--- src/rtl/sram_like_arbiter.sv ---
// sram_like_arbiter: merges NCH SRAM-like requester ports onto one downstream
// SRAM-like port. Accepted transactions are tracked in an in-order ID FIFO so
// each downstream data_ok is steered back to the channel that issued it.
// Optional feature macro: ARB_ROUND_ROBIN_EN (round-robin unlocked grant
// instead of fixed lowest-index priority).
module sram_like_arbiter #(
  parameter int NCH   = 2,
  parameter int AW    = 32,
  parameter int DW    = 32,
  parameter int DEPTH = 4
) (
  input  logic                     clk,
  input  logic                     resetn,
  input  logic [NCH-1:0]           up_req,
  input  logic [NCH-1:0]           up_wr,
  input  logic [2*NCH-1:0]         up_size,
  input  logic [AW*NCH-1:0]        up_addr,
  input  logic [(DW/8)*NCH-1:0]    up_wstrb,
  input  logic [DW*NCH-1:0]        up_wdata,
  output logic [NCH-1:0]           up_addr_ok,
  output logic [NCH-1:0]           up_data_ok,
  output logic [DW-1:0]            up_rdata,
  output logic                     dn_req,
  output logic                     dn_wr,
  output logic [1:0]               dn_size,
  output logic [AW-1:0]            dn_addr,
  output logic [DW/8-1:0]          dn_wstrb,
  output logic [DW-1:0]            dn_wdata,
  input  logic                     dn_addr_ok,
  input  logic                     dn_data_ok,
  input  logic [DW-1:0]            dn_rdata,
  output logic [$clog2(DEPTH):0]   outstanding
);

  localparam int IDW = (NCH > 1) ? $clog2(NCH) : 1;
  localparam int PW  = $clog2(DEPTH);
  localparam int CW  = PW + 1;
  localparam int SW  = DW / 8;

  logic           lock_valid;
  logic [IDW-1:0] lock_id;
  logic           lock_req;
  logic [IDW-1:0] grant;
  logic [IDW-1:0] sel;
  logic [IDW-1:0] id_mem [DEPTH];
  logic [PW-1:0]  wr_ptr;
  logic [PW-1:0]  rd_ptr;
  logic [CW-1:0]  count;
  logic [IDW-1:0] head_id;
  logic           full;
  logic           empty;
  logic           push;
  logic           pop;

`ifdef ARB_ROUND_ROBIN_EN
  logic [IDW-1:0] rr_ptr;
`endif

  assign full    = (count == CW'(DEPTH));
  assign empty   = (count == '0);
  assign head_id = id_mem[rd_ptr];

  // Downstream request is blocked while the ID FIFO is full or reset is held.
  assign dn_req = resetn & (|up_req) & ~full;
  assign push   = dn_req & dn_addr_ok;
  assign pop    = resetn & dn_data_ok & ~empty;

  assign up_rdata    = dn_rdata;
  assign outstanding = count;

  // Whether the locked channel is still presenting its request.
  always_comb begin
    lock_req = 1'b0;
    for (int k = 0; k < NCH; k++) begin
      if (lock_id == IDW'(k)) lock_req = up_req[k];
    end
  end

  // Grant select: a locked channel wins; otherwise priority search.
  always_comb begin
    grant = '0;
    if (lock_valid) begin
      grant = lock_id;
    end else begin
`ifdef ARB_ROUND_ROBIN_EN
      // Search channels starting at rr_ptr, wrapping modulo NCH.
      logic found;
      found = 1'b0;
      for (int i = 0; i < NCH; i++) begin
        for (int k = 0; k < NCH; k++) begin
          if (!found && up_req[k] && (((int'(rr_ptr) + i) % NCH) == k)) begin
            grant = IDW'(k);
            found = 1'b1;
          end
        end
      end
`else
      for (int k = NCH - 1; k >= 0; k--) begin
        if (up_req[k]) grant = IDW'(k);
      end
`endif
    end
  end

  // Request-field mux; idle cycles present channel 0.
  always_comb begin
    sel      = dn_req ? grant : '0;
    dn_wr    = up_wr[0];
    dn_size  = up_size[1:0];
    dn_addr  = up_addr[AW-1:0];
    dn_wstrb = up_wstrb[SW-1:0];
    dn_wdata = up_wdata[DW-1:0];
    for (int k = 0; k < NCH; k++) begin
      if (sel == IDW'(k)) begin
        dn_wr    = up_wr[k];
        dn_size  = up_size[2*k +: 2];
        dn_addr  = up_addr[AW*k +: AW];
        dn_wstrb = up_wstrb[SW*k +: SW];
        dn_wdata = up_wdata[DW*k +: DW];
      end
    end
  end

  // One-hot handshake returns to the requesters.
  always_comb begin
    up_addr_ok = '0;
    up_data_ok = '0;
    for (int k = 0; k < NCH; k++) begin
      up_addr_ok[k] = push && (grant == IDW'(k));
      up_data_ok[k] = pop && (head_id == IDW'(k));
    end
  end

  // Lock holds a stalled request on dn_* until the downstream accepts it.
  always_ff @(posedge clk or negedge resetn) begin
    if (!resetn) begin
      lock_valid <= 1'b0;
      lock_id    <= '0;
    end else if (push) begin
      lock_valid <= 1'b0;
    end else if (lock_valid && !lock_req) begin
      lock_valid <= 1'b0;
    end else if (dn_req) begin
      lock_valid <= 1'b1;
      lock_id    <= grant;
    end
  end

  // ID FIFO storage; contents are qualified by count so need no reset.
  always_ff @(posedge clk) begin
    if (push) id_mem[wr_ptr] <= grant;
  end

  // ID FIFO pointers and occupancy.
  always_ff @(posedge clk or negedge resetn) begin
    if (!resetn) begin
      wr_ptr <= '0;
      rd_ptr <= '0;
      count  <= '0;
    end else begin
      if (push) wr_ptr <= wr_ptr + PW'(1);
      if (pop)  rd_ptr <= rd_ptr + PW'(1);
      case ({push, pop})
        2'b10:   count <= count + CW'(1);
        2'b01:   count <= count - CW'(1);
        default: count <= count;
      endcase
    end
  end

`ifdef ARB_ROUND_ROBIN_EN
  // Round-robin pointer moves past the channel just accepted.
  always_ff @(posedge clk or negedge resetn) begin
    if (!resetn) begin
      rr_ptr <= '0;
    end else if (push) begin
      rr_ptr <= (grant == IDW'(NCH - 1)) ? '0 : grant + IDW'(1);
    end
  end
`endif

endmodule
--- config.mk ---
export PLATFORM = sky130hd
export DESIGN_NAME = sram_like_arbiter
export DESIGN_NICKNAME = d
export VERILOG_FILES = /design/src/rtl/sram_like_arbiter.sv
export SDC_FILE = /design/constraint.sdc
export NUM_CORES = 1
export LEC_CHECK = 0
export BUFFER_PORTS_ARGS = -buffer_cell sky130_fd_sc_hd__buf_2
export CAP_MARGIN = 10
export CORE_AREA = 2 2 114 116
export CTS_CLUSTER_SIZE = 8
export DETAILED_ROUTE_END_ITERATION = 7
export DIE_AREA = 0 0 116 118
export PLACE_DENSITY = 0.5
export SLEW_MARGIN = 40
export SYNTH_ARGS = -nofsm -noshare
export SYNTH_HDL_FRONTEND = slang
export SYNTH_SLANG_ARGS = --single-unit
--- constraint.sdc ---
create_clock -name clk -period 4.3 [get_ports clk]
set_clock_uncertainty 0.1 [all_clocks]
set_input_delay 1.29 -clock clk [delete_from_list [all_inputs] [get_ports clk]]
set_output_delay 1.29 -clock clk [all_outputs]
set_load 0.01 [all_outputs]
==> results of run 1 <==
## stage by stage
| stage | TNS (ns) | total power, mW | instances | hold slack (ns) |
|---|---|---|---|---|
| after floorplan | 0 | 0.591 | 171 | 0.353 |
| after global placement | -1.16 | 0.795 | 546 | 0.374 |
| after detailed placement | -3.56 | 0.812 | 546 | 0.389 |
| after CTS | -0.112 | 1.08 | 554 | 0.394 |
| after global routing | -1.19 | 1.23 | 555 | 0.417 |
| final | 0 | 1.15 | 555 | 0.385 |
## state kept, by name (all words and copies together), names as in the netlist
signal,count
id_mem,4
lock_id,1
wr_ptr,2
lock_valid,1
outstanding,3
rd_ptr,2
## layer usage
layer	vias to the layer above	routed length (µm)	global-route usage [%]
met5	-	0	0
met4	0	24	1.34
met3	4	840	2.37
met2	141	4300	18.8
met1	1036	3690	14.9
li1	998	-	-
## worst max-delay path, delay by kind of cell
kind            cells  cell delay [ns]
buf+inv             4             0.57
simple gates        1             0.38
mux                 1             0.33
compound gates      1             0.32
## synthesized netlist by cell type (all sizes together)
cell type	instances
and2	6
o21ai	1
nand2	4
ha	5
inv	7
o311ai	1
buf	39
fa	1
or3	1
nor4	1
mux2i	1
edfxtp	4
a211oi	1
a21oi	1
mux4	1
xnor2	4
dfrtp	9
nor2b	2
xor2	2
nor2	3
nor3b	2
mux2	74
or3b	1
## cell families (layout without fill, tap and decap cells)
kind of cell / count (synthesis) / after routing
xor+xnor: 6 / 6
flops: 13 / 13
fa+ha+maj: 6 / 6
mux: 76 / 76
buf+inv: 46 / 258
simple gates: 20 / 20
compound gates: 4 / 4
## what timing repair did
| item | in CTS | in global routing |
|---|---|---|
| gates resized for setup | 68 | 57 |
| setup endpoints to repair | 69 | 57 |
| pin swaps | 2 | 1 |
| buffers inserted | 3 | 0 |
| cloned | 1 | 2 |
## power breakdown
group          total, mW  switching, mW  internal, mW
Clock              0.171         0.0464         0.125
Sequential         0.227         0.0481         0.179
Combinational      0.753          0.304         0.449
## worst paths after layout
| kind | to | slack, ns | cells past startpoint | start |
|---|---|---|---|---|
| max in group asynchronous | wr_ptr[1] | 3.07 | 2 | resetn |
| max reg2reg | outstanding[2] | 1.97 | 11 | outstanding[2] |
| min | rd_ptr[1] | 0.39 | 1 | rd_ptr[1] |
| min in group asynchronous | rd_ptr[0] | 0.89 | 2 | resetn |
| min reg2reg | rd_ptr[1] | 0.39 | 1 | rd_ptr[1] |
| max | dn_addr[4] | 0.006 | 7 | up_req[0] |
## layout make-up
class | instances | area [µm²]
Fill cell | 1290 | 8640
Timing Repair Buffer | 247 | 1780
Multi-Input combinational cell | 112 | 1330
Sequential cell | 13 | 345
Tap cell | 172 | 215
Clock buffer | 4 | 78.8
Inverter | 7 | 26.3
## placed cells by master (no fill, tap or decap), types with 2 or more instances in the layout
cell       netlist  routed
buf_12           0       3
ha_1             5       5
nor2b_1          2       2
buf_4           32       7
and2_1           6       6
clkbuf_16        0       4
buf_2            0     166
nand2_1          4       4
inv_1            7       7
xor2_1           2       2
nor2_1           3       3
mux2_2          74      30
mux2_4           0      44
buf_8            0       6
dfrtp_1          9       9
buf_6            7      64
edfxtp_1         4       4
xnor2_1          4       4
==> summary.md, run 1 <==
| Metric | Value |
|---|---|
| Worst stage delay on the critical path | approximately 0.38 ns |
| Die Width | between 100 and 150 µm |
| Worst Tran Pin Value | 0.642 ns |
| TritonCTS buffer count | 3 |
| Mapped Avg Cell Area | around 11 µm² |
| Yosys cell types | 25 |
| Top cell type's share of synthesized area | 45.1% |
| First-pass GRT wire length | around 12 mm |
| #FFs+latches synth | 13 |
| Initial Util | about 15% |
| Remaining antenna violation count | 0 |
| RSZ-0062 raised after global routing | true |
| Buffers on Ports | ~230 |
| Crit path max fanout | 7 |
| Synth-to-Final Area Change | 104% |
| Seq/Total Area, Yosys | between 10% and 20% |
| Total grt overflow | 0 |
| Post-DP HPWL | 7.19 mm |
| Iter 0 DRT Violations | between 80 and 90 |
| Utilization after layout | about 30% |
| Post-Synth XOR/XNOR Area | 2.84% |
| Largest family of logic cells by synthesized area | multiplexers |
| Crit share post-route | 99.9% |
| Syn nets | ~360 |
| Place WS | -0.140 ns |
| Full die area | approximately 14000 µm² |
| Routed WL per cell | around 16 µm |
| Highest clock rate | roughly 230 MHz |
| Setup-failing EPs final | 0 |
| Worst Setup Start Kind | primary input |
| Worst VDD drop | around 280 µV |
| TritonCTS clock tree | yes |
| Hold Path Class | flop to flop |
| Final Max Slew Viols | 0 |
| DR DRC count | 0 |
| Multiplexer area fraction after synthesis | between 40% and 50% |
| Synth Area in Compound Gates | under 10% |
| Simple logic cell fraction of the synthesized area | under 10% |
| Largest net degree at the start of global routing | 21 |
| Vias in the first global route | 2139 |
| Setup ws final | roughly 0.0059 ns |
| Synth area leaders | mux2_2 (45%), buf_4 (13%), dfrtp_1 (12%), edfxtp_1 (6.5%), buf_6 (4.3%) |
| Yosys top cell by area | mux2_2 |
| Maxcap violations | 0 |
| Status | finished, final reports clean |
| Total GRT Usage | between 10% and 20% |
| Fin crit period | about 4.3 ns |
| 1st-pass router iterations | 4 |
| Core area | roughly 12000 µm² |
| Synth Cell Area | 1850 µm² |
| Share of layout cells above drive strength 1 | 85.6% |
| DP Area | roughly 3000 µm² |
| Detailed-route via count | ~2.2k |
| Root Driver | clkbuf_16 |
| Slew Limit Headroom | 56.7% |
| CTS clk-pin slew, worst paths | roughly 0.040 ns |
| Antenna diodes | 0 |
| Final instance area | about 3800 µm² |
| RePlAce Congestion | 0.876 |
| Final hold vios | 0 |
| Leakage | around 1.9 nW |
| Antenna violations before repair | 1 |
| Yosys warnings | 0 |
| CTS Sinks | 13 |
| Cells after synthesis | roughly 170 |
| Max stage delay cell, worst path | or3b_4 |
| Nets | between 500 and 600 |
| H-tree depth | 1 |
| Worst-case clock buffer depth | 2 |
| Die Y | roughly 120 µm |
| CTS Hold Bufs | 0 |
| PwrDens | around 310 nW/µm² |
| WP data required | between 2 and 3 ns |
| Post-DR vias/cell | about 3.9 |
| Synth Area in Adders | 4.47% |
| Worst Setup End Kind | primary output |
| Rows | just over 40 |
| Critical path arrival | about 2.9 ns |
| Clk Latency, worst-skew pair | 0.24 ns |
| I/O pin cnt | around 290 |
| Setup CP Type | primary input to primary output |
| Routed WL | between 8 and 9 mm |
| Worst-path cell chain | buf_6 > or3b_4 > a211oi_4 > buf_12 > buf_8 > mux2_2 > buf_2 |
No activity file was read; power rests on OpenSTA's default activity.
==> inputs of run 2 (changes only) <==
Settings changed: TNS_END_PERCENT set to 50.
Clock period 4.3 ns to 4.5 ns, I/O delays scaled along.
==> run 2 against run 1 <==
- global-route usage fell by 0.69 points
- critical path type unchanged
- via count fell by 3.4%
- wire length fell by 9.9%
- largest power group unchanged
==> summary.md, run 2 (synthesis results as in run 1) <==
| Metric | Value |
|---|---|
| Worst Tran Pin Value | between 0.6 and 0.7 ns |
| Status | finished, final reports clean |
| Routed WL per cell | around 14 µm |
| Initial Util | between 10 and 15% |
| Most flops, register | id_mem |
| Post-DR vias/cell | 3.82 |
| Largest net degree at the start of global routing | 21 |
| Worst Setup End Kind | primary output |
| I/O pin cnt | approximately 290 |
| Antenna violations before repair | 1 |
| Most frequent cells in the layout | buf_2 (225), mux2_2 (71), buf_4 (10) |
| Setup CP Type | primary input to primary output |
| Setup-failing EPs final | 0 |
| Core area | around 12000 µm² |
| RSZ-0062 raised after global routing | false |
| Critical path arrival | between 2 and 3 ns |
| 1st-pass router iterations | 4 |
| WP data required | 3.05 ns |
| Slew Limit Headroom | approximately 56% |
| DR DRC count | 0 |
| Reg2reg end | outstanding[2] |
| CTS Sinks | 13 |
| CTS clk-pin slew, worst paths | approximately 0.040 ns |
| Final hold vios | 0 |
| Crit share post-route | ~100% |
| Buffers on Ports | ~230 |
| Worst r2r src | outstanding[2] |
| TritonCTS clock tree | yes |
| Reg2reg path depth | 11 |
| Highest clock rate | 225 MHz |
| TritonCTS buffer count | 3 |
| Detailed-route via count | between 2k and 2.5k |
| Worst-case clock buffer depth | 2 |
| Rows | 41 |
| Iter 0 DRT Violations | 39 |
| Share of layout cells above drive strength 1 | between 80% and 90% |
| Total grt overflow | 0 |
| Nets | 566 |
| Critical path origin | up_req[1] |
| Antenna diodes | 0 |
| Total GRT Usage | about a tenth |
| Full die area | 13700 µm² |
| RePlAce Congestion | approximately 0.88 |
| H-tree depth | 1 |
| Die Width | 116 µm |
| Synth-to-Final Area Change | 70.8% |
| Commonest non-fill, non-tap cell in the layout | buf_2 |
| Leakage | about 1.6 nW |
| Setup_tns | 0 ns |
| Largest register FFs | 4 |
| Worst Setup Start Kind | primary input |
| Utilization after layout | around 25% |
| PwrDens | 299 nW/µm² |
| Remaining antenna violation count | 0 |
| Clk Latency, worst-skew pair | between 0.2 and 0.25 ns |
| Worst setup path endpoint | dn_wdata[29] |
| Crit path max fanout | 20 |
| Maxcap violations | 0 |
| First-pass GRT wire length | between 10 and 15 mm |
| Worst VDD drop | ~240 µV |
| Root Driver | clkbuf_16 |
| Vias in the first global route | 2049 |
| WHS | approximately 0.38 ns |
| CTS Hold Bufs | 0 |
| Hold Path Class | flop to flop |
| Final Max Slew Viols | 0 |
| Hold Startpoint | rd_ptr[1] |
| Routed WL | between 7 and 8 mm |
| R2r setup slk | ~2.2 ns |
| Post-DP HPWL | around 7 mm |
| Die Y | between 100 and 150 µm |
| Fin crit period | roughly 4.4 ns |
[run 2: routing by layer]
layer	global-route usage, %	vias to the layer above	part of all wire (%)
met1	14.3	973	44
met4	1.34	0	0.59
met3	2.57	6	11
li1	-	987	-
met2	16.9	139	45
met5	0	-	0
[run 2: repair_timing]
item,in CTS,in global routing
setup endpoints to repair,1,25
gates cloned,1,0
pin swaps,1,2
setup buffers,2,0
resized for setup,3,11
[run 2: per-stage QoR]
step / worst slack, ns / instances / cell area, µm² / total power [mW]
after floorplan: 0.231 / 171 / 1850 / 0.565
after global placement: -0.0261 / 545 / 3010 / 0.759
after detailed placement: -0.0460 / 545 / 3010 / 0.774
after CTS: -0.0137 / 552 / 3140 / 0.958
after global routing: 0.00121 / 551 / 3160 / 1.02
final: 0.0609 / 551 / 3160 / 0.944
[run 2: worst min path at each step]
stage                           end  cells after the start
after floorplan           rd_ptr[1]                      1
after global placement    rd_ptr[1]                      1
after detailed placement  rd_ptr[1]                      1
after CTS                 rd_ptr[1]                      1
after global routing      rd_ptr[1]                      1
final                     rd_ptr[1]                      1
[run 2: power by group]
group	internal (mW)	switching [mW]	total [mW]
sequential	0.171	0.0452	0.216
combinational	0.312	0.254	0.567
clock	0.119	0.0431	0.162
total	0.602	0.343	0.944
[run 2: worst max-delay path, stage by stage]
cell,delay (ns)
buf_2,0.11
or3b_4,0.40
a211oi_4,0.31
buf_12,0.16
buf_12,0.15
mux2_2,0.35
buf_2,0.14
[run 2: final cells by class]
class	count	area (µm²)
Timing Repair Buffer	243	1320
Multi-Input combinational cell	112	1170
Tap cell	172	215
Sequential cell	13	345
Clock buffer	4	78.8
Fill cell	1352	9260
Inverter	7	26.3
